<file path="config.mk">
export PLATFORM = sky130hd
export DESIGN_NAME = mac_mem_sequencer
export DESIGN_NICKNAME = d
export VERILOG_FILES = /design/src/rtl/mac_mem_sequencer.sv
export SDC_FILE = /design/constraint.sdc
export NUM_CORES = 1
export LEC_CHECK = 0
export CAP_MARGIN = 10
export CORE_MARGIN = 8
export CORE_UTILIZATION = 34
export DETAILED_ROUTE_END_ITERATION = 12
export HOLD_SLACK_MARGIN = 0.05
export PLACE_DENSITY = 0.76
export SYNTH_ARGS = -nofsm -noshare
export SYNTH_HDL_FRONTEND = slang
export SYNTH_SLANG_ARGS = --single-unit
</file>
<file path="constraint.sdc">
create_clock -name clock -period 1.85 [get_ports clock]
set_input_delay 0.37 -clock clock [delete_from_list [all_inputs] [get_ports clock]]
set_output_delay 0.37 -clock clock [all_outputs]
set_load 0.03 [all_outputs]
</file>
<file path="src/rtl/mac_mem_sequencer.sv">
// Sequencer that streams operand pairs from two memory sectors to a MAC datapath,
// writes the MAC result back, and shares the memory write port with a host loader.
module mac_mem_sequencer #(
  parameter int DATA_W = 16,
  parameter int ADDR_W = 4,
  parameter int SEL_W  = 4
) (
  input  logic              clock,
  input  logic              reset_n,
  input  logic              start,
  input  logic [SEL_W-1:0]  cmd_sector_a,
  input  logic [SEL_W-1:0]  cmd_sector_b,
  input  logic [ADDR_W:0]   cmd_len,
  input  logic [SEL_W-1:0]  cmd_dst_sector,
  input  logic [ADDR_W-1:0] cmd_dst_addr,
  output logic              busy,
  output logic              done,
  output logic              cmd_err,
  output logic [ADDR_W-1:0] read_add_1,
  output logic [ADDR_W-1:0] read_add_2,
  output logic [SEL_W-1:0]  read_sector_selector_1,
  output logic [SEL_W-1:0]  read_sector_selector_2,
  input  logic [DATA_W-1:0] read_data_1,
  input  logic [DATA_W-1:0] read_data_2,
  output logic              pair_valid,
  output logic [DATA_W-1:0] pair_a,
  output logic [DATA_W-1:0] pair_b,
  output logic              pair_last,
  input  logic              result_valid,
  input  logic [DATA_W-1:0] result_data,
  input  logic              host_wr_req,
  input  logic [SEL_W-1:0]  host_wr_sector,
  input  logic [ADDR_W-1:0] host_wr_addr,
  input  logic [DATA_W-1:0] host_wr_data,
  output logic              host_wr_gnt,
  output logic              en_write,
  output logic [SEL_W-1:0]  sector_write_select,
  output logic [ADDR_W-1:0] write_address,
  output logic [DATA_W-1:0] data_write
);

  localparam int                  LEN_W      = ADDR_W + 1;
  localparam logic [SEL_W-1:0]    ROM_SECTOR = '1;
  localparam logic [LEN_W-1:0]    MAX_LEN    = LEN_W'(1 << ADDR_W);

  typedef enum logic [2:0] {S_IDLE, S_READ, S_DRAIN, S_WAIT_RES, S_WRITE} state_e;

  state_e              state_q, state_d;
  logic [SEL_W-1:0]    sec_a_q, sec_a_d, sec_b_q, sec_b_d, dst_sec_q, dst_sec_d;
  logic [ADDR_W-1:0]   dst_addr_q, dst_addr_d, rd_addr_q, rd_addr_d;
  logic [SEL_W-1:0]    rd_sel_1_q, rd_sel_1_d, rd_sel_2_q, rd_sel_2_d;
  logic [LEN_W-1:0]    len_q, len_d, k_q, k_d, last_k;
  logic [DATA_W-1:0]   result_q, result_d;
  logic                pair_valid_q, pair_valid_d, pair_last_q, pair_last_d;
  logic                busy_q, busy_d, done_q, done_d, cmd_err_q, cmd_err_d;
  logic                seq_wr, host_ok, cmd_bad;

  assign last_k  = len_q - LEN_W'(1);
  assign seq_wr  = (state_q == S_WRITE);
  assign host_ok = host_wr_req && !seq_wr;
  assign cmd_bad = (cmd_len == '0) || (cmd_len > MAX_LEN) || (cmd_dst_sector == ROM_SECTOR);

  always_comb begin
    // NOTE: every signal gets a default here so no path through the case infers a latch.
    state_d      = state_q;
    sec_a_d      = sec_a_q;
    sec_b_d      = sec_b_q;
    len_d        = len_q;
    dst_sec_d    = dst_sec_q;
    dst_addr_d   = dst_addr_q;
    k_d          = k_q;
    result_d     = result_q;
    rd_addr_d    = '0;
    rd_sel_1_d   = '0;
    rd_sel_2_d   = '0;
    pair_valid_d = (state_q == S_READ);
    pair_last_d  = (state_q == S_READ) && (k_q == last_k);
    done_d       = 1'b0;
    cmd_err_d    = host_ok && (host_wr_sector == ROM_SECTOR);
    unique case (state_q)
      S_IDLE: if (start) begin
        sec_a_d    = cmd_sector_a;
        sec_b_d    = cmd_sector_b;
        len_d      = cmd_len;
        dst_sec_d  = cmd_dst_sector;
        dst_addr_d = cmd_dst_addr;
        if (cmd_bad) begin
          cmd_err_d = 1'b1;
        end else begin
          state_d    = S_READ;
          k_d        = '0;
          rd_sel_1_d = cmd_sector_a;
          rd_sel_2_d = cmd_sector_b;
        end
      end
      S_READ: begin
        // The read port registers lead k by nothing: the address shown is the one issued this cycle.
        if (k_q == last_k) begin
          state_d = S_DRAIN;
        end else begin
          k_d        = k_q + LEN_W'(1);
          rd_addr_d  = k_d[ADDR_W-1:0];
          rd_sel_1_d = sec_a_q;
          rd_sel_2_d = sec_b_q;
        end
      end
      S_DRAIN: state_d = S_WAIT_RES;
      S_WAIT_RES: if (result_valid) begin
        result_d = result_data;
        state_d  = S_WRITE;
      end
      S_WRITE: begin
        state_d = S_IDLE;
        done_d  = 1'b1;
      end
      default: state_d = S_IDLE;
    endcase
    busy_d = (state_d != S_IDLE);
  end

  always_ff @(posedge clock or negedge reset_n) begin
    if (!reset_n) begin
      state_q      <= S_IDLE;
      sec_a_q      <= '0;
      sec_b_q      <= '0;
      len_q        <= '0;
      dst_sec_q    <= '0;
      dst_addr_q   <= '0;
      k_q          <= '0;
      result_q     <= '0;
      rd_addr_q    <= '0;
      rd_sel_1_q   <= '0;
      rd_sel_2_q   <= '0;
      pair_valid_q <= 1'b0;
      pair_last_q  <= 1'b0;
      busy_q       <= 1'b0;
      done_q       <= 1'b0;
      cmd_err_q    <= 1'b0;
    end else begin
      // NOTE: non-blocking assignments so every flop samples the pre-edge values.
      state_q      <= state_d;
      sec_a_q      <= sec_a_d;
      sec_b_q      <= sec_b_d;
      len_q        <= len_d;
      dst_sec_q    <= dst_sec_d;
      dst_addr_q   <= dst_addr_d;
      k_q          <= k_d;
      result_q     <= result_d;
      rd_addr_q    <= rd_addr_d;
      rd_sel_1_q   <= rd_sel_1_d;
      rd_sel_2_q   <= rd_sel_2_d;
      pair_valid_q <= pair_valid_d;
      pair_last_q  <= pair_last_d;
      busy_q       <= busy_d;
      done_q       <= done_d;
      cmd_err_q    <= cmd_err_d;
    end
  end

  // Write port: sequencer write-back wins; host path is combinational so the grant is same-cycle.
  always_comb begin
    en_write            = 1'b0;
    sector_write_select = '0;
    write_address       = '0;
    data_write          = '0;
    host_wr_gnt         = host_ok;
    if (seq_wr) begin
      en_write            = 1'b1;
      sector_write_select = dst_sec_q;
      write_address       = dst_addr_q;
      data_write          = result_q;
    end else if (host_ok && (host_wr_sector != ROM_SECTOR)) begin
      en_write            = 1'b1;
      sector_write_select = host_wr_sector;
      write_address       = host_wr_addr;
      data_write          = host_wr_data;
    end
  end

  assign busy                   = busy_q;
  assign done                   = done_q;
  assign cmd_err                = cmd_err_q;
  assign read_add_1             = rd_addr_q;
  assign read_add_2             = rd_addr_q;
  assign read_sector_selector_1 = rd_sel_1_q;
  assign read_sector_selector_2 = rd_sel_2_q;
  assign pair_valid             = pair_valid_q;
  assign pair_last              = pair_last_q;
  assign pair_a                 = pair_valid_q ? read_data_1 : '0;
  assign pair_b                 = pair_valid_q ? read_data_2 : '0;

endmodule

</file>
==> reports/qor.txt <==
Largest regs -> result_q: 16 flops, k_q: 5 flops, len_q: 5 flops
Fmax -> 0.4916 GHz
Max-slew violation count -> 0
Max FFs per register -> 16
Starting density of the core -> 34.75%
Ys Warns -> 0
Clock Pin Slew Worst Setup and Hold Paths -> 0.06 ns
Ys flop type -> dfrtp_1
P per Cell Area -> 1429 mW/mm^2
Final-report setup violation count -> 25
Initial antenna violation count -> 0
Worst R2R Path Depth -> 7
#FFs+latches synth -> 62
Synth cell types -> 38
Std-Cell Rows -> 34
Post-synth design cell area -> 0.003015 sq mm
Ports -> 177
Slowest stage cell, crit path -> dfrtp_1
Worst setup margin -> -0.1841 ns
FF-to-FF End -> k_q[0]$_DFFE_PN0P_
Die height -> 110.2 microns
Switching Fraction -> 40.70%
Clock network fraction of total power -> 15.6%
Most common cell after layout, fill and taps aside -> nand2_1
Detailed-route wire length per cell -> 17.14 microns
Gate count after technology mapping -> 321
Worst setup EP type -> primary output
Critical path buffer and inverter count -> 2
Mean Syn Cell Area -> 9.394 sq um
Root buf cell -> clkbuf_8
Vias in the first global route -> 3,119
Largest net degree at the start of global routing -> 36
Global route overflow -> 0
Clock Sinks -> 62
Sequential power share -> 29.5%
Least-Margin Pin Slew -> 0.5005 ns
Synthesized Nets -> 421
N_diodes -> 0
Final Hold Viols -> 0
Seq/Total Area, Yosys -> 51.45%
Outcome -> finished with violations
Crit path DAT -> 1.66 ns
Main area contributors after synthesis -> dfrtp_1 51%, nand2_1 14%, a22o_1 7.8%, and2_1 7.3%, o2bb2ai_1 2.3%
Critical Path Fanout Max -> 7
Worst VDD drop -> 0.0006312 V
IO Port Bufs -> 176
Switching pwr -> 3.180 mW
Clk Latency, worst-skew pair -> 0.33 ns
Crit-path cells -> nor2_2, nand2_2, and3_4, buf_8, a22o_1, buf_6
Unrepaired setup endpoints after global routing -> yes
CTS Buf Count -> 9
Post-synth ARST share -> 100.0%
Max_cap viols -> 0
DIE AREA -> 0.01214 sq mm
Leakage Power -> 2.632 nW
Final Skew -> 0.009988 ns
Core area -> 0.008678 sq mm
Final Cycle Share -> 109.9%
EDFF count, synth -> 0
DRC viols -> 0
Delay-heaviest family, CP -> simple AND/OR/NAND/NOR gates
Cell Area, Placed -> 0.004913 sq mm
DR vias -> 3,032
Synth-to-Final Area Change -> 81.24%
Launch point of the worst reg-to-reg path -> len_q[1]$_DFFE_PN0P_
Slew margin rel. -> 66.42%
Vias/cell -> 4.828
CP required -> 1.48 ns
Deepest clock path buffer count -> 2
Largest stage delay on the critical path -> 0.39 ns
Hpwl dp -> 8115 microns
Int Pwr -> 4.632 mW
WHS Path Cells -> 3
Synth top area share -> 51.45%
CTS tree -> done
Crit Path Category -> register to primary output
Most frequent cells in the layout -> 113 x nand2_1, 112 x clkdlybuf4s50_1, 62 x dfrtp_1, 46 x buf_4, 35 x and2_1
Hold Path Class -> primary input to register
Fin Hold WS -> 0.4445 ns
H-tree Lvls -> 3
NumNets Final -> 616
Layout cells sized above 1 -> 24.23%
Worst R2R Setup Slack -> 0.07 ns
All-Layer GR Usage -> 16.43%
Hold path endpoint -> cmd_err$_DFF_PN0_
Hold path startpoint -> host_wr_sector[3]
Routed Antenna Nets -> 0
Largest Register -> result_q
Chip width -> 110.2 microns
FILL cells -> 695
Critical Path Source Type -> register
First-pass GRT wire length -> 15,540 microns
Area leader, netlist -> dfrtp_1
Failing checks -> setup timing
Pre-Repair DR Iteration Count -> 5
Design Power -> 7.812 mW
Comb power frac -> 54.9%
Final wirelength -> 10,770 microns
Number of DRC markers in iteration 0 -> 136
Design area -> 0.005465 sq mm
Final Critical Period -> 2.034 ns
Routability cong. -> 0.7410
[worst max-delay path by stage]
stage	startpoint	endpoint	slack (ns)	cells past startpoint
after floorplan	state_q[1]$_DFF_PN0_	data_write[10]	0.05	6
after global placement	cmd_len[1]	k_q[0]$_DFFE_PN0P_	-0.30	6
after detailed placement	host_wr_sector[3]	data_write[4]	-0.29	6
after CTS	state_q[0]$_DFF_PN0_	data_write[4]	-0.17	6
after global routing	state_q[0]$_DFF_PN0_	data_write[7]	-0.26	6
final	state_q[0]$_DFF_PN0_	data_write[4]	-0.18	6
[synth_stat cells, drive strengths merged (2+ instances only)]
| master | count |
|---|---|
| nand2 | 115 |
| dfrtp | 62 |
| and2 | 35 |
| a22o | 27 |
| clkbuf | 11 |
| buf | 10 |
| o2bb2ai | 8 |
| o21ai | 5 |
| xnor2 | 5 |
| xor2 | 4 |
| clkinv | 3 |
| inv | 3 |
| a21oi | 2 |
| and3 | 2 |
| ha | 2 |
| mux2i | 2 |
| nand3 | 2 |
| nand4 | 2 |
| nand4b | 2 |
| nor2 | 2 |
| nor3 | 2 |
| o22ai | 2 |
| or2 | 2 |
[metrics by stage]
step	instances	utilization [%]	setup WS, ns	setup TNS, ns
floorplan	321	-	0.04852	0
global placement	604	56.62	-0.3034	-7.807
detailed placement	604	56.62	-0.2896	-7.973
CTS	623	61.29	-0.1732	-4.032
global route	628	62.98	-0.2563	-5.844
finish	628	62.98	-0.1841	-3.933
[power groups by stage]
stage               logic [mW]  clock network [mW]  registers [mW]
floorplan                 2.12                   0            2.45
global placement          3.76                   0            2.28
detailed placement        3.86                   0            2.29
CTS                       4.05                1.25            2.28
global route              4.60                1.31            2.37
finish                    4.29                1.22            2.30
[worst reg2reg max path, stage by stage (launching register included)]
cell,delay [ns]
dfrtp_1,0.41
inv_2,0.09
ha_4,0.21
xor2_2,0.16
nand2_2,0.11
o31ai_2,0.26
o221a_1,0.30
mux2_4,0.18
[area by class of cell]
cell class / instances / area (sq um) / area share (%)
clock buffer: 12 / 165.2 / 3.022
clock inverter: 3 / 42.54 / 0.7784
inverter: 6 / 35.03 / 0.6410
multi-input combinational: 232 / 1425 / 26.08
sequential: 62 / 1551 / 28.39
tap: 108 / 135.1 / 2.473
timing repair buffer: 205 / 2111 / 38.62
[logic make-up after synthesis]
logic type	Yosys count	share of synthesized area [%]
adders and majority gates	2	0.8297
DFF	62	51.45
xor gates and xnor gates	9	2.614
and+or+nand+nor	170	26.43
buffers and inverters	27	4.232
muxes	3	1.162
AOI/OAI and AO/OA	48	13.28
[what timing repair did]
item,in CTS,in global routing
hold endpoints to repair,16,0
cloned,1,2
endpoints found under the setup margin,35,39
buffers inserted,2,3
resized for setup,39,17
hold buffers,1,0
pin swaps,4,10
[per-layer routing]
metal | vias to the layer above | GRT usage, % | share of wire (%)
met5 | - | 0 | 0
met4 | 0 | 6.185 | 0.84
met3 | 9 | 5.291 | 11
met2 | 141 | 29.20 | 50
met1 | 1424 | 17.87 | 38
li1 | 1458 | - | -
Power figures use the tool's default switching activity.
